**src/rtl/jt49_env_gen.sv**
```systemverilog
// jt49_env_gen: JT49 PSG envelope generator.
// A period counter produces envelope steps at the programmed rate; a 32-step
// shape sequencer turns those steps into a 5-bit logarithmic envelope level.
// Optional build macro: JT49_EG_16STEP_EN selects AY-3-8910 style 16-step
// ramps (counter advances by 2, LSB of the output replicates the MSB).
module jt49_env_gen #(
  parameter int PW = 16
) (
  input  logic          clk,
  input  logic          rst_n,
  input  logic          cen,
  input  logic [PW-1:0] period,
  input  logic [3:0]    shape,
  input  logic          restart,
  output logic [4:0]    env,
  output logic          stopped
);

`ifdef JT49_EG_16STEP_EN
  localparam logic [4:0] CNT_INC  = 5'd2;
  localparam logic [4:0] CNT_LAST = 5'd30;
`else
  localparam logic [4:0] CNT_INC  = 5'd1;
  localparam logic [4:0] CNT_LAST = 5'd31;
`endif

  // shape bit positions
  localparam int CONT = 3;
  localparam int ATT  = 2;
  localparam int ALT  = 1;
  localparam int HOLD = 0;

  logic [PW-1:0] pcnt_q,    pcnt_d;
  logic [4:0]    cnt_q,     cnt_d;
  logic          att_q,     att_d;
  logic          stopped_q, stopped_d;
  logic [4:0]    env_q,     env_d;

  logic [PW:0]   pcnt_inc;
  logic [PW:0]   per_eff;
  logic          step_hit;

  // Ramp position to output level: attack counts up, decay is the inverse.
  function automatic logic [4:0] env_map(input logic [4:0] c, input logic a);
    logic [4:0] level;
    level = a ? c : ~c;
`ifdef JT49_EG_16STEP_EN
    env_map = {level[4:1], level[4]};
`else
    env_map = level;
`endif
  endfunction

  // Period compare in PW+1 bits so an all-ones period never wraps; 0 acts as 1.
  always_comb begin
    pcnt_inc = {1'b0, pcnt_q} + {{PW{1'b0}}, 1'b1};
    per_eff  = (period == '0) ? {{PW{1'b0}}, 1'b1} : {1'b0, period};
    step_hit = (pcnt_inc >= per_eff);
  end

  // Next-state logic: restart beats everything, otherwise advance on cen.
  always_comb begin
    pcnt_d    = pcnt_q;
    cnt_d     = cnt_q;
    att_d     = att_q;
    stopped_d = stopped_q;
    env_d     = env_q;
    if (restart) begin
      pcnt_d    = '0;
      cnt_d     = '0;
      att_d     = shape[ATT];
      stopped_d = 1'b0;
      env_d     = env_map(5'd0, shape[ATT]);
    end else if (cen) begin
      pcnt_d = step_hit ? '0 : pcnt_q + {{(PW-1){1'b0}}, 1'b1};
      // A frozen sequencer ignores steps; its held env stays in env_q.
      if (step_hit && !stopped_q) begin
        if (cnt_q < CNT_LAST) begin
          cnt_d = cnt_q + CNT_INC;
          env_d = env_map(cnt_d, att_q);
        end else if (!shape[CONT]) begin
          // one-shot shapes always end silent
          stopped_d = 1'b1;
          env_d     = 5'd0;
        end else if (shape[HOLD]) begin
          stopped_d = 1'b1;
          env_d     = env_map(cnt_q, att_q) ^ {5{shape[ALT]}};
        end else begin
          cnt_d = 5'd0;
          att_d = att_q ^ shape[ALT];
          env_d = env_map(5'd0, att_d);
        end
      end
    end
  end

  // State registers; reset leaves the generator silent and frozen.
  always_ff @(posedge clk or negedge rst_n) begin
    if (!rst_n) begin
      pcnt_q    <= '0;
      cnt_q     <= '0;
      att_q     <= 1'b0;
      stopped_q <= 1'b1;
      env_q     <= '0;
    end else begin
      pcnt_q    <= pcnt_d;
      cnt_q     <= cnt_d;
      att_q     <= att_d;
      stopped_q <= stopped_d;
      env_q     <= env_d;
    end
  end

  assign env     = env_q;
  assign stopped = stopped_q;

endmodule

```
**config.mk**
```make
export PLATFORM = sky130hd
export DESIGN_NAME = jt49_env_gen
export DESIGN_NICKNAME = d
export VERILOG_FILES = /design/src/rtl/jt49_env_gen.sv
export SDC_FILE = /design/constraint.sdc
export NUM_CORES = 1
export LEC_CHECK = 0
export BUFFER_PORTS_ARGS = -buffer_cell sky130_fd_sc_hd__buf_4
export CAP_MARGIN = 25
export CORE_UTILIZATION = 40
export CTS_BUF_LIST = sky130_fd_sc_hd__clkbuf_8 sky130_fd_sc_hd__clkbuf_16
export CTS_CLUSTER_DIAMETER = 40
export CTS_CLUSTER_SIZE = 24
export DETAILED_ROUTE_END_ITERATION = 10
export PLACE_DENSITY = 0.61
export SYNTH_ARGS = -nofsm -noshare
export SYNTH_HDL_FRONTEND = slang
export SYNTH_SLANG_ARGS = --single-unit
export TNS_END_PERCENT = 100
```
**constraint.sdc**
```tcl
create_clock -name clk -period 3.2 [get_ports clk]
set_input_delay 0.64 -clock clk [delete_from_list [all_inputs] [get_ports clk]]
set_output_delay 0.64 -clock clk [all_outputs]
set_load 0.05 [all_outputs]
```
==> results of run 1 <==
worst paths after layout:
kind | startpoint | to | slack, ns | cells after the start
setup / recovery | pcnt_q[5] | cnt_q[4] | 0.17 | 13
hold / removal | rst_n | att_q | 0.27 | 1
setup reg to reg | pcnt_q[5] | cnt_q[4] | 0.17 | 13
hold reg to reg | stopped | stopped | 0.54 | 2
max in group asynchronous | rst_n | stopped | 2.60 | 1
min in group clk | stopped | stopped | 0.54 | 2
stage by stage:
step	hold slack, ns	util
2_1_floorplan	0.3444	-
3_3_place_gp	0.5333	0.4897
3_5_place_dp	0.5368	0.4897
4_1_cts	0.2849	0.5002
5_1_grt	0.2930	0.5135
6_report	0.2733	0.5135
repair_timing:
action	in CTS	in global routing
gates resized for setup	0	11
setup endpoints to repair	0	21
setup buffers	0	4
report_power, final:
group	switching, mW	total [mW]	internal (mW)
logic	0.0869	0.150	0.0632
clock network	0.111	0.221	0.110
registers	0.0113	0.374	0.363
logic make-up after synthesis:
| logic type | count (synthesis) | share of synthesized area |
|---|---|---|
| and+or+nand+nor | 83 | 0.2235 |
| muxes | 3 | 0.01425 |
| adders and majority gates | 18 | 0.1026 |
| AOI/OAI and AO/OA | 57 | 0.1927 |
| DFF | 28 | 0.3198 |
| xor gates and xnor gates | 22 | 0.08780 |
| buffers and inverters | 30 | 0.05929 |
sequential cells by signal, indices dropped and copies added, names as in the netlist:
name and count:
pcnt_q 16, stopped 1, att_q 1, cnt_q 5, env 5
layer usage:
| metal | vias up | GRT usage | wire length, microns |
|---|---|---|---|
| met5 | - | 0 | 0 |
| met4 | 0 | 0.04615 | 75 |
| met3 | 8 | 0.02275 | 151 |
| met2 | 45 | 0.3173 | 2376 |
| met1 | 895 | 0.2433 | 2401 |
| li1 | 951 | - | - |
layout make-up:
cell class	count	area, sq um	share of cell area
multi-input cells	183	1401	0.5243
flip-flops and latches	28	704.4	0.2636
repair buffers	45	341.6	0.1278
well taps	70	87.58	0.03277
inverters	22	82.58	0.03090
clock buffers	4	55.05	0.02060
placed cells by master, fill, tap and decap left out, types with 2 or more instances in the layout:
cell type  instances
and4_1             2
o31ai_2            2
a211oi_2           3
nor3_2             2
xnor2_1           10
dfrtp_1           25
nand3_1            5
xor2_1            12
nor2_1            18
nand2_1           14
a21oi_1           17
mux2i_1            2
nor2_2             2
a31oi_1            4
inv_1             22
nor4_4             2
nor2b_1            3
a22o_1            11
nand2b_1           6
ha_1              17
a211oi_1           4
dfrtp_2            2
o21ai_0            5
and3_1             2
nor3_1             7
buf_4             44
nor4_1             3
nand4_1            7
clkbuf_8           4
==> impl_metrics.yaml, run 1 <==
run_status:
  status: "finished, final reports clean"
routing:
  drc: 0
  totalWireLength_microns: 5005
  wl_per_cell_microns: 14.22
  drtIter0Drc: 105
  vias: 1899
  final_antenna_net_count: 0
  via_per_inst: 5.395
  firstDrtPassIters: 6
synthesis:
  synth_warnings: 0
  synth_top_area_cell: "dfrtp_1"
  syn_area_sq_mm: 0.002195
  ys_top_cells_by_count: "27 x dfrtp_1, 22 x inv_1, 20 x nor2_1, 18 x ha_1, 17 x a21oi_1"
  synthTopCellsByArea: "dfrtp_1 31%, ha_1 10%, xor2_1 4.8%"
  ys_seq_elements: 28
  synth_flop_cell: "dfrtp_1"
  synth_top_area_frac: 0.3079
  synth_cell_types: 50
  synth.most_common_cell: "dfrtp_1"
  syn-instance-count: 241
  yosysSeqAreaShare: 0.3198
  synth_area_per_cell_sq_um: 9.106
  synth_edf_count: 0
  synthesis.nets: 283
  synthArstFlopShare: 1.000
critical_path:
  cp_cell_sequence: "nand4_4 -> nor2_2 -> and4_4 -> and3_4 -> xor2_1 -> ha_1 -> nand3_2 -> or3_4 -> or2_4 -> o22ai_4 -> buf_6 -> nand2_1 -> a32o_1"
  slowest_stage: "dfrtp_2"
  crit_fanout: 11
  cp-end-kind: "flip-flop"
  cpLargestDelayFamily: "simple AND/OR/NAND/NOR gates"
  critPathKind: "reg -> reg"
  slowest_delay_ns: 0.44
  path_buf_inv: 1
  cp.required_ns: 3.37
  worstPathArrival_ns: 3.20
  cp-start-kind: "flip-flop"
sta:
  drv_slew: 0
  fin_crit_sh: 0.9472
  setup_viol: 0
  min_period_ns: 3.031
  slew_headroom: 0.3092
  skew_ns: 0.007031
  hold_viol_final: 0
  setup_slack_ns: 0.1689
  tightest_slew_ns: 1.032
  setup_tns_ns: 0
  max_freq_mhz: 329.9
floorplan:
  dieArea_sq_mm: 0.005787
  core_area_sq_mm: 0.005205
  die_x_microns: 76.07
  io_pins: 30
  initial_core_util: 0.4216
  fp.dieH_microns: 76.07
  num_rows: 26
run:
  maxCapViolCount: 0
clock_network:
  cts_made_buffers: 3
  clock-sinks: 28
  cts_tree: "yes"
  clkLatencyLatePin_ns: 0.27
  clk_pin_slew_worst_paths_ns: 0.10
  clock_path_buffers: 2
  root_buffer: "clkbuf_8"
  cts_max_level: 1
  hold_buffers: 0
cells_and_area:
  final_cells: 352
  syn2layout_area_growth_pct: 21.78
  fillers: 510
  antennaDiodeCount: 0
  layout.nets: 325
  layout-drive-gt1-share: 0.2660
  stdcell_area_sq_mm: 0.002673
placed_design:
  place_area_sq_mm: 0.002549
  place_ws_ns: 0.04146
  hpwl_microns: 3785
  port-buffer-count: 29
  place_inst: 344
  gp_congestion: 0.8292
power:
  powerDensity_mw_per_mm2: 278.9
  ir_worst_vdd_mv: 0.1496
  total_power_mw: 0.7453
  leakage_nw: 1.327
worst_hold_path:
  worstHoldPathType: "in -> async"
grt:
  grt_max_degree: 29
  grt_pass1_vias: 1836
  grt-ovfl-total: 0
  antenna_found_initial: 0
  track_usage: 0.1838
  grt_pass1_wl_microns: 8569
Power figures use the tool's default switching activity.
==> run 2: changes to the inputs <==
--- a/config.mk
+++ b/config.mk
@@ -7,12 +7,15 @@
 export LEC_CHECK = 0
 export BUFFER_PORTS_ARGS = -buffer_cell sky130_fd_sc_hd__buf_4
 export CAP_MARGIN = 25
+export CELL_PAD_IN_SITES_DETAIL_PLACEMENT = 0
+export CELL_PAD_IN_SITES_GLOBAL_PLACEMENT = 1
+export CORE_MARGIN = 1.5
 export CORE_UTILIZATION = 40
 export CTS_BUF_LIST = sky130_fd_sc_hd__clkbuf_8 sky130_fd_sc_hd__clkbuf_16
 export CTS_CLUSTER_DIAMETER = 40
 export CTS_CLUSTER_SIZE = 24
 export DETAILED_ROUTE_END_ITERATION = 10
-export PLACE_DENSITY = 0.61
+export PLACE_DENSITY = 0.77
 export SYNTH_ARGS = -nofsm -noshare
 export SYNTH_HDL_FRONTEND = slang
 export SYNTH_SLANG_ARGS = --single-unit
==> run 2 against run 1 <==
  * Register-to-register slack got worse by 0.04 ns
  * Design area shrank 1.4%
  * Non-clock buffer count down 1
  * Clock power fell by 10%
  * Critical path depth shrank 1
  * Wire length fell by 4.4%
  * Worst hold slack lost 0.0039 ns
  * Sequential share of layout area increased by 0.27 points
  * Clock-buffer cell count fell by 1
  * Combinational power about the same
==> impl_metrics.yaml, run 2 (same netlist as run 1, synthesis figures left out) <==
worst_hold_path:
  worstHoldPathType: "in -> async"
sta:
  slew_headroom: 0.3295
  setup_tns_ns: 0
  drv_slew: 0
  rsz0062_at_grt: "true"
  skew_ns: 0.002727
  setup_slack_ns: 0.1300
  worst_hold_slack_ns: 0.2694
  max_freq_mhz: 325.7
  tightest_slew_ns: 1.002
  min_period_ns: 3.070
  fin_crit_sh: 0.9594
  hold_viol_final: 0
  setup_viol: 0
critical_path:
  critPathKind: "reg -> reg"
  cp-end-kind: "flip-flop"
  cp.required_ns: 3.37
  r2r_end: "cnt_q[0]"
  worstRegToRegCells: 12
  worst-r2r-setup-slack_ns: 0.13
  crit_fanout: 4
  cp-start-kind: "flip-flop"
  worstPathArrival_ns: 3.24
  timing.rr.start: "pcnt_q[0]"
grt:
  grt_max_degree: 29
  antenna_found_initial: 0
  track_usage: 0.1671
  grt_pass1_wl_microns: 8052
  grt-ovfl-total: 0
  grt_pass1_vias: 1701
cells_and_area:
  regMostFlops: "pcnt_q"
  syn2layout_area_growth_pct: 20.13
  final_cells: 351
  layout-drive-gt1-share: 0.2384
  antennaDiodeCount: 0
  layout.nets: 324
  final_common_cell: "buf_4"
  mostFrequentLayoutCells: "44 x buf_4, 27 x dfrtp_1, 23 x inv_1, 19 x nor2_1"
  largest_reg_flops: 16
placed_design:
  hpwl_microns: 3765
  port-buffer-count: 29
  place_inst: 346
  gp_congestion: 0.8135
  place_ws_ns: 0.05358
floorplan:
  dieArea_sq_mm: 0.005940
  initial_core_util: 0.4216
  core_area_sq_mm: 0.005205
  die_x_microns: 77.07
  num_rows: 26
  io_pins: 30
  fp.dieH_microns: 77.07
clock_network:
  cts_made_buffers: 3
  cts_max_level: 1
  clkLatencyLatePin_ns: 0.27
  clock-sinks: 28
  cts_tree: "yes"
  root_buffer: "clkbuf_8"
  clock_path_buffers: 2
  clk_pin_slew_worst_paths_ns: 0.10
routing:
  drc: 0
  via_per_inst: 5.356
  wl_per_cell_microns: 13.63
  drtIter0Drc: 111
  totalWireLength_microns: 4784
  final_antenna_net_count: 0
  vias: 1880
  firstDrtPassIters: 4
run_status:
  status: "finished, final reports clean"
power:
  total_power_mw: 0.7219
  leakage_nw: 1.324
  ir_worst_vdd_mv: 0.1464
  powerDensity_mw_per_mm2: 273.8
run:
  maxCapViolCount: 0
-- run 2: changes by cell type in the layout (fill, tap and decap cells not counted), sizes merged --
| cell | before | now |
|---|---|---|
| buf | 45 | 44 |
| clkbuf | 4 | 3 |
| inv | 22 | 23 |
-- run 2: worst max path at each step --
stage                     to  startpoint  cells past startpoint  slack [ns]
detailed placement  cnt_q[0]   pcnt_q[1]                     11        0.05
global placement    cnt_q[0]   pcnt_q[0]                     11        0.10
finish              cnt_q[0]   pcnt_q[0]                     12        0.13
global route        cnt_q[2]   pcnt_q[0]                     13       -0.03
CTS                 cnt_q[0]   pcnt_q[0]                     11        0.03
floorplan           cnt_q[0]   pcnt_q[4]                     12        0.08
-- run 2: metrics by stage --
| stage | cell area, sq um | utilization |
|---|---|---|
| 2_1_floorplan | 2201 | - |
| 3_3_place_gp | 2564 | 0.4925 |
| 3_5_place_dp | 2564 | 0.4925 |
| 4_1_cts | 2609 | 0.5012 |
| 5_1_grt | 2636 | 0.5065 |
| 6_report | 2636 | 0.5065 |
-- run 2: critical path: stages (launching register included) --
cell and delay, ns:
dfrtp_1 0.41, nand4_1 0.16, nor2_1 0.17, and4_1 0.23, and3_1 0.21, xor2_1 0.08
ha_1 0.29, nand3_2 0.08, or3_4 0.40, or2_4 0.25, o22ai_4 0.15, and2b_4 0.21
mux2_1 0.32
-- run 2: report_power, final --
| part | switching (mW) | internal (mW) |
|---|---|---|
| logic | 0.0860 | 0.0636 |
| registers | 0.0108 | 0.363 |
| clock network | 0.112 | 0.0862 |
| total | 0.209 | 0.513 |
-- run 2: metal layers --
metal  track usage  wire length [microns]
met3       0.01548                    171
met1        0.2389                   2368
met4       0.03273                     36
met5             0                      0
met2        0.2752                   2208
-- run 2: area by class of cell --
cell class,instances,area (sq um)
well taps,70,87.58
clock inverters,1,3.754
inverters,22,82.58
fillers,520,2569
repair buffers,44,330.3
flip-flops and latches,28,701.9
multi-input cells,183,1389
clock buffers,3,41.29
-- run 2: repair_timing --
item,4_1_cts,5_1_grt
resized for setup,0,4
endpoints found under the setup margin,0,12
buffers inserted,0,1
hold buffers,0,0
